--- config.mk ---
export PLATFORM = sky130hd
export DESIGN_NAME = pcileech_cfgspace_arbiter_flat
export DESIGN_NICKNAME = d
export VERILOG_FILES = /design/src/rtl/pcileech_cfgarb_pkg.sv /design/src/rtl/pcileech_cfgspace_arbiter_if.sv /design/src/rtl/pcileech_cfgarb_pick.sv /design/src/rtl/pcileech_cfgspace_arbiter.sv /design/src/flat_wrapper.sv
export SDC_FILE = /design/constraint.sdc
export NUM_CORES = 1
export LEC_CHECK = 0
export BUFFER_PORTS_ARGS = -buffer_cell sky130_fd_sc_hd__buf_2
export CORE_ASPECT_RATIO = 1.75
export CORE_MARGIN = 2
export CORE_UTILIZATION = 35
export CTS_BUF_LIST = sky130_fd_sc_hd__clkbuf_4 sky130_fd_sc_hd__clkbuf_8
export DETAILED_ROUTE_END_ITERATION = 12
export PLACE_DENSITY_LB_ADDON = 0.05
export SLEW_MARGIN = 40
export SYNTH_ARGS = -nofsm -noshare
export SYNTH_HDL_FRONTEND = slang
export SYNTH_SLANG_ARGS = --single-unit
--- constraint.sdc ---
create_clock -name clk -period 9.95 [get_ports clk]
set_clock_uncertainty 0.15 [all_clocks]
set_input_delay 0.995 -clock clk [delete_from_list [all_inputs] [get_ports clk]]
set_output_delay 0.995 -clock clk [all_outputs]
set_load 0.005 [all_outputs]
--- src/rtl/pcileech_cfgarb_pkg.sv ---
// Shared types and constants for the cfgspace shadow BRAM arbiter.
package pcileech_cfgarb_pkg;

  localparam int unsigned NSRC        = 3;
  localparam int unsigned STARVE_MAX  = 15;
  localparam int unsigned BRAM_RD_LAT = 2;

  typedef enum logic [1:0] {
    SRC_TLP = 2'd0,
    SRC_USB = 2'd1,
    SRC_INT = 2'd2
  } src_t;

  typedef struct packed {
    logic       valid;
    src_t       src;
    logic [7:0] tag;
  } rd_stage_t;

  function automatic logic [1:0] src_next(input logic [1:0] s);
    return (s == 2'(NSRC - 1)) ? 2'd0 : s + 2'd1;
  endfunction

endpackage

--- src/rtl/pcileech_cfgspace_arbiter_if.sv ---
// Requester-side request/response bundle of pcileech_cfgspace_arbiter.
interface pcileech_cfgspace_arbiter_if;
  import pcileech_cfgarb_pkg::*;

  logic [NSRC-1:0]        req_valid;
  logic [NSRC-1:0]        req_ready;
  logic [NSRC-1:0]        req_wr;
  logic [NSRC-1:0][9:0]   req_addr;
  logic [NSRC-1:0][3:0]   req_be;
  logic [NSRC-1:0][31:0]  req_data;
  logic [NSRC-1:0][7:0]   req_tag;
  logic [NSRC-1:0]        rsp_valid;
  logic                   rsp_rd;
  logic [7:0]             rsp_tag;
  logic [31:0]            rsp_data;

  modport master (
    output req_valid, req_wr, req_addr, req_be, req_data, req_tag,
    input  req_ready, rsp_valid, rsp_rd, rsp_tag, rsp_data
  );

  modport slave (
    input  req_valid, req_wr, req_addr, req_be, req_data, req_tag,
    output req_ready, rsp_valid, rsp_rd, rsp_tag, rsp_data
  );

endinterface

--- src/rtl/pcileech_cfgarb_pick.sv ---
// One-of-NSRC picker. PCILEECH_CFGARB_RR_EN selects round-robin; otherwise
// fixed priority (lowest index first) with per-source starvation counters.
module pcileech_cfgarb_pick
  import pcileech_cfgarb_pkg::*;
(
  input  logic            clk_i,
  input  logic            rst_ni,
  input  logic [NSRC-1:0] valid_i,
  input  logic [NSRC-1:0] elig_i,
  output logic [NSRC-1:0] gnt_o,
  output logic [1:0]      idx_o,
  output logic            any_o
);

`ifdef PCILEECH_CFGARB_RR_EN
  logic [1:0] ptr_q, ptr_d;
  logic [1:0] cand;
  logic       unused_valid;

  assign unused_valid = ^valid_i;

  always_comb begin
    gnt_o = '0;
    idx_o = '0;
    any_o = 1'b0;
    cand  = ptr_q;
    for (int unsigned k = 0; k < NSRC; k++) begin
      if (!any_o && elig_i[cand]) begin
        any_o = 1'b1;
        idx_o = cand;
      end
      cand = src_next(cand);
    end
    gnt_o[idx_o] = any_o;
    ptr_d = any_o ? src_next(idx_o) : ptr_q;
  end

  always_ff @(posedge clk_i or negedge rst_ni) begin
    if (!rst_ni) ptr_q <= '0;
    else         ptr_q <= ptr_d;
  end
`else
  logic [NSRC-1:0][3:0] cnt_q, cnt_d;

  // A starved source beats plain priority; lowest index wins among equals.
  always_comb begin
    gnt_o = '0;
    idx_o = '0;
    any_o = 1'b0;
    for (int unsigned k = 0; k < NSRC; k++) begin
      if (!any_o && elig_i[k] && (cnt_q[k] == 4'(STARVE_MAX))) begin
        any_o = 1'b1;
        idx_o = 2'(k);
      end
    end
    for (int unsigned k = 0; k < NSRC; k++) begin
      if (!any_o && elig_i[k]) begin
        any_o = 1'b1;
        idx_o = 2'(k);
      end
    end
    gnt_o[idx_o] = any_o;
  end

  always_comb begin
    cnt_d = cnt_q;
    for (int unsigned k = 0; k < NSRC; k++) begin
      if (gnt_o[k]) begin
        cnt_d[k] = '0;
      end else if (valid_i[k] && (cnt_q[k] != 4'(STARVE_MAX))) begin
        cnt_d[k] = cnt_q[k] + 4'd1;
      end
    end
  end

  always_ff @(posedge clk_i or negedge rst_ni) begin
    if (!rst_ni) cnt_q <= '0;
    else         cnt_q <= cnt_d;
  end
`endif

endmodule

--- src/rtl/pcileech_cfgspace_arbiter.sv ---
// Write/read port arbiter for the 1024x32 cfgspace shadow BRAM.
// Arbitration policy is selected in the picker by PCILEECH_CFGARB_RR_EN.
module pcileech_cfgspace_arbiter
  import pcileech_cfgarb_pkg::*;
(
  input  logic                        clk,
  input  logic                        rst,
  pcileech_cfgspace_arbiter_if.slave  bus,
  output logic [3:0]                  bram_wea,
  output logic [9:0]                  bram_addra,
  output logic [31:0]                 bram_dina,
  output logic [9:0]                  bram_addrb,
  input  logic [31:0]                 bram_doutb
);

  logic [NSRC-1:0] wr_valid, rd_valid, wr_elig, rd_elig, wr_gnt, rd_gnt;
  logic [1:0]      wr_idx, rd_idx;
  logic            wr_any, rd_any;
  logic            ack_fire;

  rd_stage_t [BRAM_RD_LAT-1:0] rd_pipe_q, rd_pipe_d;
  rd_stage_t                   rd_out;
  rd_stage_t                   ack_q, ack_d;

  assign wr_valid = bus.req_valid & bus.req_wr;
  assign rd_valid = bus.req_valid & ~bus.req_wr;
  assign rd_out   = rd_pipe_q[BRAM_RD_LAT-1];
  assign ack_fire = ack_q.valid & ~rd_out.valid;
  // An ack that cannot drain this cycle still owns the single ack slot.
  assign wr_elig  = (ack_q.valid && rd_out.valid) ? '0 : wr_valid;

  pcileech_cfgarb_pick u_wr_pick (
    .clk_i   (clk),
    .rst_ni  (rst),
    .valid_i (wr_valid),
    .elig_i  (wr_elig),
    .gnt_o   (wr_gnt),
    .idx_o   (wr_idx),
    .any_o   (wr_any)
  );

  always_comb begin
    bram_wea   = '0;
    bram_addra = '0;
    bram_dina  = '0;
    if (wr_any) begin
      bram_wea   = bus.req_be[wr_idx];
      bram_addra = bus.req_addr[wr_idx];
      bram_dina  = bus.req_data[wr_idx];
    end
  end

  // A read to the address being written this cycle waits, so it sees the new data.
  always_comb begin
    rd_elig = '0;
    for (int unsigned k = 0; k < NSRC; k++) begin
      rd_elig[k] = rd_valid[k] && !(wr_any && (bus.req_addr[k] == bram_addra));
    end
  end

  pcileech_cfgarb_pick u_rd_pick (
    .clk_i   (clk),
    .rst_ni  (rst),
    .valid_i (rd_valid),
    .elig_i  (rd_elig),
    .gnt_o   (rd_gnt),
    .idx_o   (rd_idx),
    .any_o   (rd_any)
  );

  assign bram_addrb    = rd_any ? bus.req_addr[rd_idx] : '0;
  assign bus.req_ready = wr_gnt | rd_gnt;

  always_comb begin
    rd_pipe_d          = rd_pipe_q;
    rd_pipe_d[0].valid = rd_any;
    rd_pipe_d[0].src   = src_t'(rd_idx);
    rd_pipe_d[0].tag   = rd_any ? bus.req_tag[rd_idx] : '0;
    for (int unsigned k = 1; k < BRAM_RD_LAT; k++) begin
      rd_pipe_d[k] = rd_pipe_q[k-1];
    end
    ack_d = ack_q;
    if (ack_fire) ack_d.valid = 1'b0;
    if (wr_any) begin
      ack_d.valid = 1'b1;
      ack_d.src   = src_t'(wr_idx);
      ack_d.tag   = bus.req_tag[wr_idx];
    end
  end

  // Read data owns the response slot; a colliding write ack waits in ack_q.
  always_comb begin
    bus.rsp_valid = '0;
    bus.rsp_rd    = 1'b0;
    bus.rsp_tag   = '0;
    bus.rsp_data  = '0;
    if (rd_out.valid) begin
      bus.rsp_valid[rd_out.src] = 1'b1;
      bus.rsp_rd                = 1'b1;
      bus.rsp_tag               = rd_out.tag;
      bus.rsp_data              = bram_doutb;
    end else if (ack_q.valid) begin
      bus.rsp_valid[ack_q.src] = 1'b1;
      bus.rsp_tag              = ack_q.tag;
    end
  end

  always_ff @(posedge clk or negedge rst) begin
    if (!rst) begin
      rd_pipe_q <= '0;
      ack_q     <= '0;
    end else begin
      rd_pipe_q <= rd_pipe_d;
      ack_q     <= ack_d;
    end
  end

endmodule

--- src/flat_wrapper.sv ---
// flat-port wrapper written by rule: the top's interface ports become plain ports
module pcileech_cfgspace_arbiter_flat import pcileech_cfgarb_pkg::*;
  (clk, rst, bram_wea, bram_addra, bram_dina, bram_addrb, bram_doutb, bus_req_valid, bus_req_wr, bus_req_addr, bus_req_be, bus_req_data, bus_req_tag, bus_req_ready, bus_rsp_valid, bus_rsp_rd, bus_rsp_tag, bus_rsp_data);
  pcileech_cfgspace_arbiter_if bus_i ();
  input  logic clk;
  input  logic rst;
  output logic [3:0] bram_wea;
  output logic [9:0] bram_addra;
  output logic [31:0] bram_dina;
  output logic [9:0] bram_addrb;
  input  logic [31:0] bram_doutb;
  input wire logic [$bits(bus_i.req_valid)-1:0] bus_req_valid;
  input wire logic [$bits(bus_i.req_wr)-1:0] bus_req_wr;
  input wire logic [$bits(bus_i.req_addr)-1:0] bus_req_addr;
  input wire logic [$bits(bus_i.req_be)-1:0] bus_req_be;
  input wire logic [$bits(bus_i.req_data)-1:0] bus_req_data;
  input wire logic [$bits(bus_i.req_tag)-1:0] bus_req_tag;
  output wire logic [$bits(bus_i.req_ready)-1:0] bus_req_ready;
  output wire logic [$bits(bus_i.rsp_valid)-1:0] bus_rsp_valid;
  output wire logic [$bits(bus_i.rsp_rd)-1:0] bus_rsp_rd;
  output wire logic [$bits(bus_i.rsp_tag)-1:0] bus_rsp_tag;
  output wire logic [$bits(bus_i.rsp_data)-1:0] bus_rsp_data;
  assign bus_i.req_valid = bus_req_valid;
  assign bus_i.req_wr = bus_req_wr;
  assign bus_i.req_addr = bus_req_addr;
  assign bus_i.req_be = bus_req_be;
  assign bus_i.req_data = bus_req_data;
  assign bus_i.req_tag = bus_req_tag;
  assign bus_req_ready = bus_i.req_ready;
  assign bus_rsp_valid = bus_i.rsp_valid;
  assign bus_rsp_rd = bus_i.rsp_rd;
  assign bus_rsp_tag = bus_i.rsp_tag;
  assign bus_rsp_data = bus_i.rsp_data;
  pcileech_cfgspace_arbiter u_core (.clk(clk), .rst(rst), .bus(bus_i), .bram_wea(bram_wea), .bram_addra(bram_addra), .bram_dina(bram_dina), .bram_addrb(bram_addrb), .bram_doutb(bram_doutb));
endmodule
==> results.toml, run 1 <==
[run_status]
status = "finished, final reports clean"

[timing]
min_period_ps = 6610
worstMarginPinSlew_ps = 788
setup_viol_count_final = 0
setup_slack_ps = 3340
min_period_over_period = 0.664
finalHoldViolations = 0
fmax_mhz = 151
tns_ps = 0
rsz0062_at_grt = "false"
relSlewSlack = 0.475
slew_violations = 0

[clock_tree]
cts_max_level = 3
postCtsHoldBufs = 0
clock_latency_ps = 350
clock_path_buffers = 2
cts_resized = 0
path_clk_slew_ps = 70
cts_buffers = 9
ctsRootBufferMaster = "clkbuf_8"
tritoncts = "built"
numClockSinks = 57
cts_setup_buffers = 0

[yosys]
synth_top_area_frac = 0.279
netlist_top_cells_area = "dfrtp_1 (28%), nand2_1 (6.8%), a22oi_1 (6.3%)"
synth_seq_cells = 57
synth_edf_count = 0
ys_seq_area_frac = 0.279
async_flop_share = 1.00
yosys_warnings = 0
syn_avg_cell_area_um2 = 7.99
synth.net_count = 848
yosysTopAreaCell = "dfrtp_1"
synth_common_cells = "nand2_1 (92), dfrtp_1 (57), a22oi_1 (43)"
synth_area_um2 = 5110
ys_types = 77
synth-main-ff-cell = "dfrtp_1"
synth.most_common_cell = "nand2_1"
syn_inst = 640

[floorplan]
die_y_um = 164
dieArea_um2 = 15600
row_count = 58
core_um2 = 14300
start_util = 0.358
design.portCount = 305
die_w_um = 95.4

[global_routing]
track_usage = 0.284
antenna_found_initial = 0
overflow = 0
grt_pass1_vias = 6059
grt_pass1_wl_mm = 33.6
grt_max_degree = 58

[worst_setup_path]
path_class = "input port to primary output"
start_kind = "input port"
worstPathRequired_ps = 8810
end_kind = "primary output"
crit_fanout = 46
arrival_ps = 5460
r2r_slack_ps = 4750

[power_and_ir_drop]
p_sw_frac = 0.370
intPower_uw = 575
ir_worst_vdd_mv = 0.120
p_comb_frac = 0.393
power.density_nw_per_um2 = 132
power_frac_clock = 0.256
p_leak_uw = 0.00342
p_switching_uw = 338
seq_power_share = 0.351

[final_layout]
antenna_cells = 0
multi_input_area_um2 = 3380
area.growth.synth_to_final_pct = 35.8
nFillCells = 1487
drive_above_1_share = 0.388
regArea_um2 = 1430
nets = 1120

[detailed_routing]
dr.pass1.iters = 7
viasPerCell = 5.79
wire_per_inst_um = 21.3
drc_errors = 0
vias = 6354
ant_nets = 0
wl_mm = 23.3
drt_iter0_drc = 396

[hold_path]
hold_class = "register to register"

[place]
hpwl_mm = 18.4
portBuffers = 304
finalWeightedCongestion = 0.965
dp_slack_ps = 3350

[flow_run]
maxCapViolations = 0
-- flip-flops by register name (all words and copies together), names as in the netlist --
signal,flops
u_core.u_wr_pick.cnt_q,12
u_core.u_rd_pick.cnt_q,12
u_core.rd_pipe_d,11
u_core.ack_q,11
u_core.rd_out,11
-- final timing paths --
path,cells after the start,from,endpoint
max in group asynchronous,2,rst,u_core.rd_pipe_d[16]
setup reg to reg,13,u_core.u_wr_pick.cnt_q[8],u_core.rd_pipe_d[17]
min in group asynchronous,2,rst,u_core.u_wr_pick.cnt_q[9]
hold reg to reg,0,u_core.rd_pipe_d[13],u_core.rd_out[2]
hold / removal,0,u_core.rd_pipe_d[13],u_core.rd_out[2]
setup / recovery,14,bus_req_wr[0],bram_addrb[8]
-- area by class of cell --
class                   instances  area share
inverters                      17     0.00919
multi-input cells             512       0.487
well taps                     180      0.0324
repair buffers                315       0.235
clock buffers                  12      0.0238
flip-flops and latches         57       0.206
clock inverters                 4     0.00721
-- per-stage QoR --
stage | utilization | std cells | hold WS, ps | power, uW | cell area (um2)
after floorplan | - | 640 | 181 | 519 | 5110
after global placement | 0.468 | 1080 | 182 | 671 | 6690
after detailed placement | 0.470 | 1081 | 186 | 683 | 6720
after CTS | 0.485 | 1097 | 202 | 918 | 6940
after global routing | 0.485 | 1097 | 211 | 972 | 6940
final | 0.485 | 1097 | 198 | 913 | 6940
-- critical path: stages --
cell	delay, ps
buf_2	120
nand2_1	230
nand3_1	190
o21ai_4	600
buf_4	570
nor2_4	240
a2111oi_2	340
o311a_1	230
a41oi_2	200
a221oi_4	730
buf_4	390
a21oi_2	150
a31o_1	310
buf_2	130
-- per-layer routing --
layer / part of all wire / global-route usage
met1: 0.35 / 0.314
met2: 0.52 / 0.504
met3: 0.081 / 0.0578
met4: 0.050 / 0.142
met5: 0 / 0
-- placed cells by master, fill, tap and decap left out, types with 7 or more instances in the layout --
cell	netlist	layout
and3_1	7	7
buf_2	7	304
mux2i_1	17	17
clkbuf_8	0	12
o21ai_0	41	41
dfrtp_1	57	57
buf_4	5	9
nand4_1	7	7
inv_1	17	17
and2_1	36	36
a21oi_1	33	33
nor2_1	40	39
a22oi_1	43	43
a222oi_1	7	7
nand2_1	92	92
a31oi_1	8	8
o2bb2ai_1	11	11
nand3_1	9	9
o31ai_1	7	7
xnor2_1	10	10
a22o_1	10	10
nand2b_1	10	9
xor2_1	14	14
-- power groups by stage --
| stage | Clock [uW] | Sequential (uW) | Combinational (uW) |
|---|---|---|---|
| after floorplan | 0 | 313 | 206 |
| after global placement | 0 | 320 | 351 |
| after detailed placement | 0 | 324 | 359 |
| after CTS | 238 | 320 | 360 |
| after global routing | 249 | 325 | 397 |
| final | 234 | 320 | 359 |
-- cells by family (layout without fill, tap and decap cells) --
| logic type | count (synthesis) | in the layout | share of synthesized area |
|---|---|---|---|
| adder cells (fa/ha/maj) | 6 | 6 | 0.0147 |
| AND/OR/NAND/NOR | 227 | 227 | 0.214 |
| flip-flops | 57 | 57 | 0.279 |
| buffers and inverters | 71 | 348 | 0.0663 |
| XOR/XNOR | 24 | 24 | 0.0411 |
| AO/OA/AOI/OAI | 236 | 236 | 0.344 |
| multiplexers | 19 | 19 | 0.0404 |
No activity file was read; power rests on OpenSTA's default activity.
==> run 2, diff against run 1 <==
==> constraint.sdc (replaced) <==
create_clock -name clk -period 5.59 [get_ports clk]
set_clock_uncertainty 0.15 [all_clocks]
set_input_delay 0.559 -clock clk [delete_from_list [all_inputs] [get_ports clk]]
set_output_delay 0.559 -clock clk [all_outputs]
set_load 0.005 [all_outputs]
==> results.toml, run 2 (same netlist as run 1, synthesis figures left out) <==
[run_status]
status = "finished, final reports clean"

[detailed_routing]
ant_nets = 0
vias = 6436
wl_met1_mm = 8.20
wl_mm = 24.1
top_layer = "met4"
drt_iter0_drc = 379
dr_wl_met3_mm = 2.07
met2_length_mm = 12.9
viasPerCell = 5.80
drc_errors = 0
dr.pass1.iters = 7
wire_per_inst_um = 21.8

[flow_run]
maxCapViolations = 0

[worst_setup_path]
crit_buf_inv = 2
crit_family = "compound AO/OA/AOI/OAI gates"
worstPathRequired_ps = 4880
slowest_delay_ps = 680
start_kind = "register"
end_kind = "primary output"
cp_cell_sequence = "ha_1, and3_1, and3_4, o21ai_4, buf_4, a22oi_1, o21ai_0, nor4_1, a21oi_1, or3_1, o21ai_2, o2bb2ai_1, buf_2"
crit_fanout = 25
cp_slowest_cell = "o21ai_4"
path_class = "register to primary output"
arrival_ps = 4570

[global_routing]
grt_pass1_vias = 6215
track_usage = 0.294
grt_pass1_wl_mm = 34.5
overflow = 0
grt_max_degree = 58
antenna_found_initial = 2

[final_layout]
layout_common_cells = "buf_2 (304), nand2_1 (92), dfrtp_1 (57)"
final_common_cell = "buf_2"
regArea_um2 = 1430
stdcell_count = 1109
multi_input_area_um2 = 3390
final_area_um2 = 7030
drive_above_1_share = 0.395
nets = 1129
nFillCells = 1428
area.growth.synth_to_final_pct = 37.4
largestRegisters = "u_core.u_rd_pick.cnt_q (12), u_core.u_wr_pick.cnt_q (12)"

[timing]
worstMarginPinSlew_ps = 846
relSlewSlack = 0.434
fmax_mhz = 189
min_period_over_period = 0.945
setup_slack_ps = 310
slew_violations = 0
setup_viol_count_final = 0
finalHoldViolations = 0
min_period_ps = 5280

[power_and_ir_drop]
p_total_uw = 1670
p_leak_uw = 0.00346
power.density_nw_per_um2 = 237
ir_worst_vdd_mv = 0.190

[place]
dp_slack_ps = 572
portBuffers = 304
finalWeightedCongestion = 0.938
placedCellCount = 1086
placed_cell_area_um2 = 6740
hpwl_mm = 19.1

[floorplan]
core_um2 = 14300
die_y_um = 164
die_w_um = 95.4
design.portCount = 305
row_count = 58
start_util = 0.358
dieArea_um2 = 15600

[clock_tree]
cts_buffers = 9
ctsRootBufferMaster = "clkbuf_8"
cts_max_level = 3
path_clk_slew_ps = 70
tritoncts = "built"
clock_path_buffers = 2
numClockSinks = 57
clock_latency_ps = 350

[hold_path]
hold_class = "register to register"
## run 2: changes by cell type in the layout (fill, tap and decap cells not counted), moves of 2 or more
cell	delta
buf_4	+9
diode_2	+3
inv_6	+2
clkbuf_8	-3
## run 2: path summary, 6_finish.rpt
| check | start | end | slack [ps] | depth (start not counted) |
|---|---|---|---|---|
| max | u_core.u_wr_pick.cnt_q[8] | bram_addrb[2] | 310 | 13 |
| min | u_core.rd_pipe_d[16] | u_core.rd_out[5] | 190 | 0 |
| max reg2reg | u_core.u_wr_pick.cnt_q[8] | u_core.rd_pipe_d[17] | 1350 | 11 |
| min reg2reg | u_core.rd_pipe_d[16] | u_core.rd_out[5] | 190 | 0 |
| max in group asynchronous | rst | u_core.rd_pipe_d[16] | 4270 | 4 |
| min in group asynchronous | rst | u_core.u_wr_pick.cnt_q[10] | 520 | 3 |
## run 2: report_power, final
group	internal [uW]	switching [uW]	leakage, uW
Combinational	287	370	0.00263
Clock	254	186	0.000106
Sequential	500	70.0	0.000724
Total	1040	626	0.00346
## run 2: cell type report
cell class | instances | share of cell area
clock inverter | 7 | 0.0144
antenna | 3 | 0.00107
inverter | 17 | 0.00908
tap | 180 | 0.0321
sequential | 57 | 0.203
clock buffer | 9 | 0.0176
multi-input combinational | 512 | 0.483
timing repair buffer | 324 | 0.240
## run 2: through the flow
stage	utilization	setup TNS [ps]	hold slack, ps
4_1_cts	0.487	0	189
3_3_place_gp	0.471	0	183
3_5_place_dp	0.472	0	186
6_report	0.492	0	189
2_1_floorplan	-	0	113
5_1_grt	0.491	-1.52	196
## run 2: routing by layer
metal | GRT usage | vias up
met1 | 0.312 | 3063
met5 | 0 | -
met3 | 0.0564 | 61
li1 | - | 2953
met2 | 0.542 | 359
met4 | 0.142 | 0
## run 2: worst reg2reg max path: stages, from the launching register on
cell	delay, ps
dfrtp_1	410
ha_1	220
and3_1	300
and3_4	250
o21ai_4	680
buf_4	290
mux2i_1	110
o311a_1	310
a41oi_2	330
a21boi_2	520
a21oi_2	260
a31o_1	300
## run 2: what timing repair did
action / CTS / global route
hold endpoints to repair: 0 / 12
setup buffers: 0 / 2
hold buffers: 0 / 1
gates resized for setup: 0 / 1
setup endpoints to repair: 0 / 9
